`config.mk`:
```
export PLATFORM = sky130hd
export DESIGN_NAME = vme_a16_master
export DESIGN_NICKNAME = d
export VERILOG_FILES = /design/src/rtl/vme_a16_master.sv
export SDC_FILE = /design/constraint.sdc
export NUM_CORES = 1
export LEC_CHECK = 0
export ABC_CLOCK_PERIOD_IN_PS = 3400
export BUFFER_PORTS_ARGS = -buffer_cell sky130_fd_sc_hd__buf_2
export CAP_MARGIN = 30
export CORE_AREA = 10 10 119 67
export DETAILED_ROUTE_END_ITERATION = 10
export DIE_AREA = 0 0 129 77
export PLACE_DENSITY_LB_ADDON = 0.15
export SLEW_MARGIN = 5
export SYNTH_ARGS = -nofsm -noshare
export SYNTH_HDL_FRONTEND = slang
export SYNTH_SLANG_ARGS = --single-unit
```
`constraint.sdc`:
```
create_clock -name I_CLK_32M -period 3.4 [get_ports I_CLK_32M]
set_input_delay 0.34 -clock I_CLK_32M [delete_from_list [all_inputs] [get_ports I_CLK_32M]]
set_output_delay 0.34 -clock I_CLK_32M [all_outputs]
set_load 0.005 [all_outputs]
```
`src/rtl/vme_a16_master.sv`:
```
// VME A16/D16 single-cycle bus initiator: runs one local read or write on the
// backplane and reports read data, bus error and timeout status.
module vme_a16_master #(
    parameter logic [5:0] AM_CODE     = 6'h29,
    parameter int         SETUP_CYC   = 2,
    parameter int         TIMEOUT_CYC = 255
) (
    input  logic        I_CLK_32M,
    input  logic        I_VME_SYSRESET,
    input  logic        I_REQ,
    input  logic        I_REQ_WR,
    input  logic [14:0] I_REQ_ADDR,
    input  logic [15:0] I_REQ_WDATA,
    output logic        O_BUSY,
    output logic        O_DONE,
    output logic        O_ERR,
    output logic        O_TIMEOUT,
    output logic [15:0] O_RDATA,
    output logic        O_VME_AS,
    output logic        O_VME_DS0,
    output logic        O_VME_DS1,
    output logic        O_VME_WR,
    output logic [14:0] O_VME_A,
    output logic        O_VME_LWORD,
    output logic [5:0]  O_VME_AM,
    output logic [15:0] O_VME_D,
    output logic        O_VME_D_OE,
    input  logic [15:0] I_VME_D,
    input  logic        I_VME_DTACK,
    input  logic        I_VME_BERR
);

    typedef enum logic [2:0] {IDLE, SETUP, STROBE, WAIT_ACK, RELEASE, WAIT_REL} state_t;

    localparam logic [7:0] SETUP_LAST   = 8'(SETUP_CYC - 1);
    localparam logic [7:0] TIMEOUT_LAST = 8'(TIMEOUT_CYC - 1);

    state_t      state_q, state_d;
    logic [7:0]  cnt_q, cnt_d;
    logic        dtackMeta_q, dtackSync_q, berrMeta_q, berrSync_q;
    logic        as_q, as_d, ds_q, ds_d, wr_q, wr_d, dOe_q, dOe_d;
    logic        busy_q, busy_d, done_q, done_d, err_q, err_d, timeout_q, timeout_d;
    logic [14:0] addr_q, addr_d;
    logic [5:0]  am_q, am_d;
    logic [15:0] wdata_q, wdata_d, rdata_q, rdata_d;
    logic        ackSeen, berrSeen, cntExpired, lineReleased;

    assign ackSeen      = !dtackSync_q;
    assign berrSeen     = !berrSync_q;
    assign cntExpired   = (cnt_q == TIMEOUT_LAST);
    assign lineReleased = dtackSync_q && berrSync_q;

    always_ff @(posedge I_CLK_32M or posedge I_VME_SYSRESET) begin
        if (I_VME_SYSRESET) state_q <= IDLE;
        else                state_q <= state_d;
    end

    always_comb begin
        state_d = state_q;
        case (state_q)
            IDLE:     if (I_REQ) state_d = SETUP;
            SETUP:    if (cnt_q == SETUP_LAST) state_d = STROBE;
            STROBE:   state_d = WAIT_ACK;
            WAIT_ACK: if (berrSeen || ackSeen || cntExpired) state_d = RELEASE;
            RELEASE:  state_d = WAIT_REL;
            WAIT_REL: if (lineReleased || cntExpired) state_d = IDLE;
            default:  state_d = IDLE;
        endcase
    end

    // Next values for every registered output; BERR wins over DTACK, which wins over the timeout.
    always_comb begin
        cnt_d     = cnt_q;
        as_d      = as_q;
        ds_d      = ds_q;
        wr_d      = wr_q;
        dOe_d     = dOe_q;
        done_d    = 1'b0;
        err_d     = err_q;
        timeout_d = timeout_q;
        addr_d    = addr_q;
        am_d      = am_q;
        wdata_d   = wdata_q;
        rdata_d   = rdata_q;
        busy_d    = (state_d != IDLE);
        case (state_q)
            IDLE: begin
                if (I_REQ) begin
                    addr_d    = I_REQ_ADDR;
                    am_d      = AM_CODE;
                    wr_d      = !I_REQ_WR;
                    err_d     = 1'b0;
                    timeout_d = 1'b0;
                    cnt_d     = 8'd0;
                    if (I_REQ_WR) begin
                        wdata_d = I_REQ_WDATA;
                        dOe_d   = 1'b1;
                    end
                end
            end
            SETUP: cnt_d = cnt_q + 8'd1;
            STROBE: begin
                as_d  = 1'b0;
                cnt_d = 8'd0;
            end
            WAIT_ACK: begin
                ds_d  = 1'b0;
                cnt_d = cnt_q + 8'd1;
                if (berrSeen) begin
                    err_d = 1'b1;
                end else if (ackSeen) begin
                    if (wr_q) rdata_d = I_VME_D;
                end else if (cntExpired) begin
                    err_d     = 1'b1;
                    timeout_d = 1'b1;
                end
            end
            RELEASE: begin
                as_d  = 1'b1;
                ds_d  = 1'b1;
                dOe_d = 1'b0;
                cnt_d = 8'd0;
            end
            WAIT_REL: begin
                cnt_d = cnt_q + 8'd1;
                if (lineReleased || cntExpired) begin
                    done_d = 1'b1;
                    wr_d   = 1'b1;
                end
            end
            default: ;
        endcase
    end

    // DTACK* and BERR* arrive asynchronously from the backplane, so they are double-flopped.
    always_ff @(posedge I_CLK_32M or posedge I_VME_SYSRESET) begin
        if (I_VME_SYSRESET) begin
            dtackMeta_q <= 1'b1;
            dtackSync_q <= 1'b1;
            berrMeta_q  <= 1'b1;
            berrSync_q  <= 1'b1;
            cnt_q       <= 8'd0;
            as_q        <= 1'b1;
            ds_q        <= 1'b1;
            wr_q        <= 1'b1;
            dOe_q       <= 1'b0;
            busy_q      <= 1'b0;
            done_q      <= 1'b0;
            err_q       <= 1'b0;
            timeout_q   <= 1'b0;
            addr_q      <= 15'd0;
            am_q        <= 6'd0;
            wdata_q     <= 16'd0;
            rdata_q     <= 16'd0;
        end else begin
            dtackMeta_q <= I_VME_DTACK;
            dtackSync_q <= dtackMeta_q;
            berrMeta_q  <= I_VME_BERR;
            berrSync_q  <= berrMeta_q;
            cnt_q       <= cnt_d;
            as_q        <= as_d;
            ds_q        <= ds_d;
            wr_q        <= wr_d;
            dOe_q       <= dOe_d;
            busy_q      <= busy_d;
            done_q      <= done_d;
            err_q       <= err_d;
            timeout_q   <= timeout_d;
            addr_q      <= addr_d;
            am_q        <= am_d;
            wdata_q     <= wdata_d;
            rdata_q     <= rdata_d;
        end
    end

    assign O_BUSY      = busy_q;
    assign O_DONE      = done_q;
    assign O_ERR       = err_q;
    assign O_TIMEOUT   = timeout_q;
    assign O_RDATA     = rdata_q;
    assign O_VME_AS    = as_q;
    assign O_VME_DS0   = ds_q;
    assign O_VME_DS1   = ds_q;
    assign O_VME_WR    = wr_q;
    assign O_VME_A     = addr_q;
    assign O_VME_LWORD = 1'b1;
    assign O_VME_AM    = am_q;
    assign O_VME_D     = wdata_q;
    assign O_VME_D_OE  = dOe_q;

endmodule

```
==> results.json, run 1 <==
{
  "drtIter0Drc": 112,
  "initial_core_util": 0.5133,
  "cts_hold_buffers": 0,
  "yosysWarnings": 0,
  "synth-async-reset-ratio": 1.000,
  "stdcell_count": 423,
  "yosys.area.top_type_share": 0.5283,
  "clock_latency_ps": 330,
  "syn_to_final_growth_pct": 27.20,
  "drtAntennaViolNets": 0,
  "startpoint_type": "flop",
  "numCtsBuffers": 9,
  "worst_pin_slew_ps": 862.9,
  "die_area_sq_um": 9933,
  "die_x_um": 129,
  "crit_type": "reg -> reg",
  "vdd_drop_max_v": 0.0005150,
  "period_needed_ps": 2234,
  "nets": 397,
  "power_leakage_nw": 1.905,
  "min_period_over_period": 0.6571,
  "synth.area.mux_share": 0.1746,
  "final_common_cell": "buf_2",
  "grt_max_degree": 72,
  "port_buffers": 111,
  "finalHoldViolCount": 0,
  "coreArea_sq_um": 5906,
  "power.internal_w": 0.002280,
  "min_path_type": "in -> reg",
  "clockPowerShare": 0.261,
  "worstPathRequired_ps": 3610,
  "syn_area_sq_um": 3032,
  "drt-wirelength-per-cell_um": 17.09,
  "max-slew-margin-rel": 0.4212,
  "htree_levels": 3,
  "avgSynthCellArea_sq_um": 13.12,
  "io_pins": 116,
  "r2r_start": "state_q[0]",
  "seq_area_sq_um": 1785,
  "viasPerCell": 5.050,
  "post_dp_cell_area_sq_um": 3578,
  "arrival_ps": 2440,
  "yosys.area.top_type": "dfrtp_1",
  "r2r_slack_ps": 1170,
  "critical_path.endpoint_type": "flop",
  "final_area_sq_um": 3856,
  "gp_congestion": 0.8202,
  "status": "complete, no violations",
  "synthTopCellsByArea": "dfrtp_1 (53%), mux2_2 (17%), dfstp_2 (6.1%)",
  "clockRootBuffer": "clkbuf_16",
  "clkSlewWorstSetupHoldPaths_ps": 50,
  "synth_seq_area_share": 0.5889,
  "synthAdderAreaFrac": 0.01238,
  "synthFlopType": "dfrtp_1",
  "cts_resized": 0,
  "rows": 20,
  "hold_ws_ps": 107.0,
  "pwr-share-seq": 0.429,
  "diodes": 0,
  "r2r_end": "O_RDATA[13]",
  "dieHeight_um": 77,
  "remaining_drc_errors": 0,
  "setup_viol": 0,
  "startpoint": "state_q[0]",
  "multi_input_area_sq_um": 1100,
  "grt_pass1_vias": 2235,
  "synth_top_family_by_area": "multiplexers",
  "synth_edf_count": 0,
  "final_cell_mix": "buf_2 (111), dfrtp_1 (64), mux2_2 (46), nand2_1 (9), clkbuf_16 (9)",
  "antenna_found_initial": 1,
  "switching_share": 0.3065,
  "via_count": 2136,
  "grt_setup_unrepaired": "no",
  "maxSlewViolCount": 0,
  "fillers": 464,
  "fin_tns_setup_ps": 0,
  "synth_cell_types": 43,
  "hpwl_um": 5445,
  "endpoint": "O_RDATA[13]",
  "wl_um": 7230,
  "p_comb_frac": 0.310,
  "cts.sinks": 71,
  "grt-ovfl-total": 0,
  "cts_tree": "built",
  "p_sw_w": 0.001008,
  "track_usage": 0.1494,
  "reg2reg_depth": 4,
  "synthXorXnorAreaFrac": 0.008667,
  "yosys.area_share.simple": 0.1040,
  "syn_inst": 231,
  "placed_cells": 407,
  "grt_first_pass_wirelength_um": 11610,
  "timing.max_cap.violations": 0,
  "fmax_mhz": 447.6,
  "critPathMaxFanout": 16,
  "clockBufferDepth": 2,
  "drive_gt1_frac": 0.5347,
  "skew_ps": 3.553,
  "synth_compound_area_frac": 0.05819,
  "drt-pass1-iter-count": 4,
  "post_cts_buffers": 0,
  "ys_ff_latch": 71,
  "power_density_nw_per_um2": 852.7
}
## through the flow
stage	setup WS, ps	power (W)	util
after floorplan	1275	0.002004	-
after global placement	1199	0.002424	0.6059
after detailed placement	1193	0.002458	0.6059
final	1166	0.003288	0.6530
after CTS	1179	0.003339	0.6530
after global routing	981.1	0.003535	0.6530
## worst min path at each step
stage	start	endpoint	cells after the start
floorplan	I_VME_BERR	berrMeta_q	0
global placement	berrMeta_q	berrSync_q	0
detailed placement	dtackMeta_q	dtackSync_q	0
CTS	I_VME_DTACK	dtackMeta_q	1
global route	I_VME_DTACK	dtackMeta_q	1
finish	I_VME_DTACK	dtackMeta_q	1
## state kept, by name (all words and copies together), names as in the netlist, 3 cells and up
signal / count
O_RDATA: 16
O_VME_D: 16
O_VME_A: 15
cnt_q: 8
state_q: 3
## worst max-delay path, stage by stage, from the launching register on
cell	delay [ps]
dfrtp_1	600
and2b_1	250
nand3_2	120
nor3b_4	730
mux2_2	420
## kinds of logic after synthesis
| family | after synthesis |
|---|---|
| buffers and inverters | 24 |
| and+or+nand+nor | 54 |
| other | 2 |
| xor gates and xnor gates | 3 |
| muxes | 47 |
| AOI/OAI and AO/OA | 27 |
| adders and majority gates | 3 |
| DFF | 71 |
## final cells by class
type                            instances  area share
Sequential cell                        71      0.4630
Inverter                                9    0.008761
Tap cell                               77     0.02498
Clock buffer                           13     0.06749
Multi-Input combinational cell        138      0.2852
Clock inverter                          3    0.004543
Timing Repair Buffer                  112      0.1460
## Yosys cell counts (all sizes together), types with 3 or more instances
| cell type | count |
|---|---|
| nor2 | 9 |
| a211oi | 4 |
| clkbuf | 3 |
| a21oi | 7 |
| buf | 12 |
| inv | 9 |
| nand2 | 9 |
| dfrtp | 64 |
| nand4 | 5 |
| nand3 | 6 |
| ha | 3 |
| nor3 | 5 |
| or3 | 3 |
| mux2 | 47 |
| nand2b | 3 |
| dfstp | 7 |
| o21ai | 7 |
## metal layers
layer,vias up,track usage,share of wire,wire length (um)
li1,1024,-,-,-
met1,1011,0.1797,0.44,3176
met2,88,0.2126,0.42,3068
met3,11,0.09197,0.12,889
met4,2,0.05418,0.012,88
met5,-,0,0.00097,7
## power groups by stage
stage	combinational (W)	sequential, W	clock, W
after floorplan	0.000609	0.00139	0
after global placement	0.00102	0.00140	0
after detailed placement	0.00104	0.00142	0
after CTS	0.00104	0.00141	0.000883
after global routing	0.00116	0.00146	0.000916
final	0.00102	0.00141	0.000857
Power figures use the tool's default switching activity.
==> run 2, diff against run 1 <==
ABC_CLOCK_PERIOD_IN_PS = 2300   (was 3400)
CORE_AREA = 10 10 123 69   (was 10 10 119 67)
DIE_AREA = 0 0 133 79   (was 0 0 129 77)
clock period = 2.3 ns   (was 3.4 ns; I/O delays follow)
==> run 2 against run 1 <==
Sequential share of layout area fell by 1.1 points; total power is 48% higher; combinational power up 59%; critical path type unchanged; critical endpoint is now O_VME_D[15]; largest power group unchanged.
==> results.json, run 2 (same netlist as run 1, synthesis figures left out) <==
{
  "status": "complete, no violations",
  "endpoint": "O_VME_D[15]",
  "p_sw_w": 0.001490,
  "critPathMaxFanout": 16,
  "remaining_drc_errors": 0,
  "cts_tree": "built",
  "r2r_end": "O_VME_D[15]",
  "final_common_cell": "buf_2",
  "wl_um": 7338,
  "rows": 21,
  "clkSlewWorstSetupHoldPaths_ps": 50,
  "power_density_nw_per_um2": 1229,
  "power_leakage_nw": 1.955,
  "hpwl_um": 5740,
  "skew_ps": 5.066,
  "drive_gt1_frac": 0.5395,
  "grt_pass1_vias": 2162,
  "power.internal_w": 0.003368,
  "place_ws_ps": 290.7,
  "viasPerCell": 4.832,
  "startpoint_type": "flop",
  "final_cell_mix": "buf_2 (111), dfrtp_1 (64), mux2_2 (46), nand2_1 (9), clkbuf_16 (9)",
  "vdd_drop_max_v": 0.0006870,
  "initial_core_util": 0.4709,
  "dieHeight_um": 79,
  "critical_path.endpoint_type": "flop",
  "drt-pass1-iter-count": 4,
  "clockBufferDepth": 2,
  "worstHoldStart": "I_VME_D[0]",
  "setup_viol": 0,
  "maxSlewViolCount": 0,
  "post-route-util": 0.6140,
  "worstPathRequired_ps": 2510,
  "layout_setup_ws_ps": 268.5,
  "clockPowerShare": 0.247,
  "grt_setup_unrepaired": "no",
  "antenna_found_initial": 0,
  "pwr-share-seq": 0.419,
  "arrival_ps": 2240,
  "min_path_type": "in -> reg",
  "startpoint": "state_q[2]",
  "diodes": 0,
  "numCtsBuffers": 9,
  "cts.sinks": 71,
  "fin_tns_setup_ps": 0,
  "clockRootBuffer": "clkbuf_16",
  "coreArea_sq_um": 6437,
  "period_needed_ps": 2031,
  "reg2reg_depth": 4,
  "p_comb_frac": 0.334,
  "switching_share": 0.3067,
  "via_count": 2155,
  "post_dp_cell_area_sq_um": 3670,
  "wl_met2_um": 3108,
  "wl_met3_um": 623,
  "die_x_um": 133,
  "io_pins": 116,
  "clock_latency_ps": 330,
  "crit_type": "reg -> reg",
  "hold_ws_ps": 127.5,
  "fmax_mhz": 492.3,
  "wl_met1_um": 3528,
  "htree_levels": 3,
  "die_area_sq_um": 10510,
  "syn_to_final_growth_pct": 30.38,
  "grt-ovfl-total": 0,
  "grt_first_pass_wirelength_um": 11830,
  "finalHoldViolCount": 0,
  "final_area_sq_um": 3953,
  "nets": 408,
  "worst_pin_slew_ps": 540.8,
  "highest_layer": "met4",
  "drtAntennaViolNets": 0,
  "r2r_start": "state_q[2]",
  "drt-wirelength-per-cell_um": 16.45,
  "gp_congestion": 0.7964,
  "grt_max_degree": 27,
  "track_usage": 0.1413,
  "port_buffers": 111,
  "r2r_slack_ps": 270,
  "min_period_over_period": 0.8832,
  "timing.max_cap.violations": 0,
  "max-slew-margin-rel": 0.6389,
  "drtIter0Drc": 98
}
==> run 2: worst min-delay path by stage <==
stage	endpoint	slack (ps)	cells after the start
after global routing	O_VME_A[5]	130	2
after global placement	O_RDATA[9]	310	2
final	O_RDATA[0]	130	2
after CTS	O_RDATA[0]	120	2
after detailed placement	O_RDATA[9]	310	2
after floorplan	berrMeta_q	230	0
==> run 2: stage by stage <==
stage,cells,power [W]
6_report,446,0.004858
5_1_grt,446,0.005194
4_1_cts,446,0.004929
3_5_place_dp,430,0.003700
3_3_place_gp,430,0.003645
2_1_floorplan,233,0.002962
==> run 2: cell type report <==
cell class	count	area, sq um
Fill cell	526	2485
Inverter	9	33.78
Sequential cell	71	1785
Timing Repair Buffer	123	665.6
Multi-Input combinational cell	138	1100
Tap cell	92	115.1
Clock inverter	2	10.01
Clock buffer	11	242.7
==> run 2: repair_timing <==
item	CTS	global route
endpoints found under the hold margin	25	0
buffers inserted	0	0
hold buffers	3	0
setup endpoints to repair	0	0
resized for setup	0	0
==> run 2: critical path, cell delays in order, from the launching register on <==
cell and delay, ps:
dfrtp_1 520, nor3_1 400, inv_1 170, nor2_4 420, mux2_2 400
==> run 2: routing by layer <==
layer  vias to the layer above  global-route usage
met2                        77              0.2082
met5                         -                   0
met1                      1025              0.1778
li1                       1046                   -
met4                         0             0.05240
met3                         7             0.06658
==> run 2: power groups by stage <==
| stage | sequential [W] | combinational, W | clock (W) |
|---|---|---|---|
| finish | 0.00203 | 0.00162 | 0.00120 |
| global route | 0.00211 | 0.00180 | 0.00129 |
| CTS | 0.00203 | 0.00166 | 0.00123 |
| detailed placement | 0.00205 | 0.00165 | 0 |
| global placement | 0.00203 | 0.00161 | 0 |
| floorplan | 0.00206 | 0.000900 | 0 |
==> run 3, diff against run 2 <==
ABC_CLOCK_PERIOD_IN_PS = 1850   (was 2300)
CORE_AREA = 10 10 129 72   (was 10 10 123 69)
DIE_AREA = 0 0 139 82   (was 0 0 133 79)
clock period = 1.85 ns   (was 2.3 ns; I/O delays follow)
==> run 3 against run 2 <==
Critical path depth up 1; cell count up 2.0%; die area up 8.5%; register-to-register slack worse by 160 ps; clock-buffer cell count unchanged; total power up 27%.
==> results.json, run 3 (same netlist as run 1, synthesis figures left out) <==
{
  "status": "complete, no violations",
  "viasPerCell": 4.862,
  "die_area_sq_um": 11400,
  "critPathMaxFanout": 12,
  "worstPathRequired_ps": 2070,
  "grt_pass1_vias": 2325,
  "grt_max_degree": 72,
  "p_comb_frac": 0.340,
  "nets": 411,
  "post_cts_buffers": 0,
  "rows": 22,
  "clock_latency_ps": 330,
  "critPathSlowestCell": "or4_1",
  "crit_type": "reg -> reg",
  "period_needed_ps": 1739,
  "remaining_drc_errors": 0,
  "critPathMaxStageDelay_ps": 580,
  "drtIter0Drc": 138,
  "r2r_start": "state_q[2]",
  "setup_viol": 0,
  "min_path_type": "in -> reg",
  "finalHoldViolCount": 0,
  "post_dp_cell_area_sq_um": 3739,
  "p_sw_w": 0.001869,
  "fmax_mhz": 575.0,
  "clkSlewWorstSetupHoldPaths_ps": 50,
  "hpwl_um": 5391,
  "drtAntennaViolNets": 0,
  "fillers": 620,
  "clockPowerShare": 0.249,
  "final_cell_mix": "buf_2 (111), dfrtp_1 (64), mux2_2 (46), nand2_1 (9), clkbuf_16 (9)",
  "htree_levels": 3,
  "vdd_drop_max_v": 0.0007689,
  "clockRootBuffer": "clkbuf_16",
  "initial_core_util": 0.4269,
  "power_density_nw_per_um2": 1518,
  "die_x_um": 139,
  "crit_path_cell_trace": "buf_4 -> or4_1 -> nand4_1 -> xor2_1 -> nor2_1",
  "syn_to_final_growth_pct": 33.59,
  "drt-pass1-iter-count": 4,
  "diodes": 0,
  "timing.max_cap.violations": 0,
  "cpLargestDelayFamily": "simple AND/OR/NAND/NOR gates",
  "coreArea_sq_um": 7102,
  "cts_tree": "built",
  "startpoint_type": "flop",
  "drive_gt1_frac": 0.5543,
  "power_leakage_nw": 1.984,
  "critical_path.endpoint_type": "flop",
  "pwr-share-seq": 0.411,
  "clockBufferDepth": 2,
  "wl_um": 7181,
  "grt_first_pass_wirelength_um": 11410,
  "switching_share": 0.3040,
  "power.internal_w": 0.004278,
  "grt-ovfl-total": 0,
  "skew_ps": 5.888,
  "numCtsBuffers": 9,
  "antenna_found_initial": 0,
  "maxSlewViolCount": 0,
  "critPathBufInv": 1,
  "track_usage": 0.1273,
  "final_area_sq_um": 4050,
  "worstHoldStart": "I_REQ_WDATA[5]",
  "startpoint": "state_q[2]",
  "drt-wirelength-per-cell_um": 15.78,
  "min_period_over_period": 0.9400,
  "fin_total_pwr_w": 0.006147,
  "io_pins": 116,
  "port_buffers": 111,
  "final_common_cell": "buf_2",
  "via_count": 2212,
  "arrival_ps": 1960,
  "cts.sinks": 71,
  "gp_congestion": 0.8225,
  "dieHeight_um": 82
}
run 3: cell count changes in the layout (fill, tap and decap cells not counted), sizes merged:
cell,delta
buf,+3
clkinv,+1
clkinvlp,+2
inv,-1
run 3: metrics by stage:
stage / setup WS (ps) / util / TNS (ps) / cells / hold WS (ps)
CTS: 36.58 / 0.5680 / 0 / 455 / 66.48
finish: 111.0 / 0.5703 / 0 / 455 / 78.42
global placement: 100.1 / 0.5264 / 0 / 437 / 291.1
detailed placement: 74.86 / 0.5264 / 0 / 437 / 295.4
global route: -20.73 / 0.5703 / -20.73 / 455 / 67.30
floorplan: 146.6 / - / 0 / 233 / 189.5
run 3: repair_timing:
item	in CTS	in global routing
endpoints found under the hold margin	66	0
hold buffers	3	0
gates resized for setup	0	3
setup endpoints to repair	0	32
run 3: area by class of cell:
type | count | area (sq um) | area share
tap | 96 | 120.1 | 0.02966
inverter | 9 | 37.54 | 0.009268
multi-input combinational | 138 | 1116 | 0.2756
clock buffer | 11 | 242.7 | 0.05993
timing repair buffer | 126 | 725.7 | 0.1792
clock inverter | 4 | 22.52 | 0.005561
sequential | 71 | 1785 | 0.4408
run 3: path summary, 6_finish.rpt:
| check | cells past startpoint | endpoint | slack [ps] |
|---|---|---|---|
| max | 5 | cnt_q[5] | 110 |
| min | 2 | O_VME_D[5] | 80 |
| max reg2reg | 5 | cnt_q[5] | 110 |
| min reg2reg | 0 | dtackSync_q | 350 |
| max in group asynchronous | 4 | O_VME_AS | 1020 |
| min in group asynchronous | 4 | O_VME_D[11] | 520 |
run 3: power groups by stage:
stage	combinational [W]	sequential [W]	clock, W
2_1_floorplan	0.00112	0.00256	0
3_3_place_gp	0.00207	0.00252	0
3_5_place_dp	0.00211	0.00253	0
4_1_cts	0.00212	0.00253	0.00158
5_1_grt	0.00233	0.00262	0.00165
6_report	0.00209	0.00253	0.00153
run 3: metal layers:
layer / up-vias / GRT usage / share of wire
li1: 1059 / - / -
met2: 74 / 0.1772 / 0.43
met5: - / 0 / 0
met3: 9 / 0.09326 / 0.12
met4: 0 / 0.04762 / 0.013
met1: 1070 / 0.1488 / 0.44
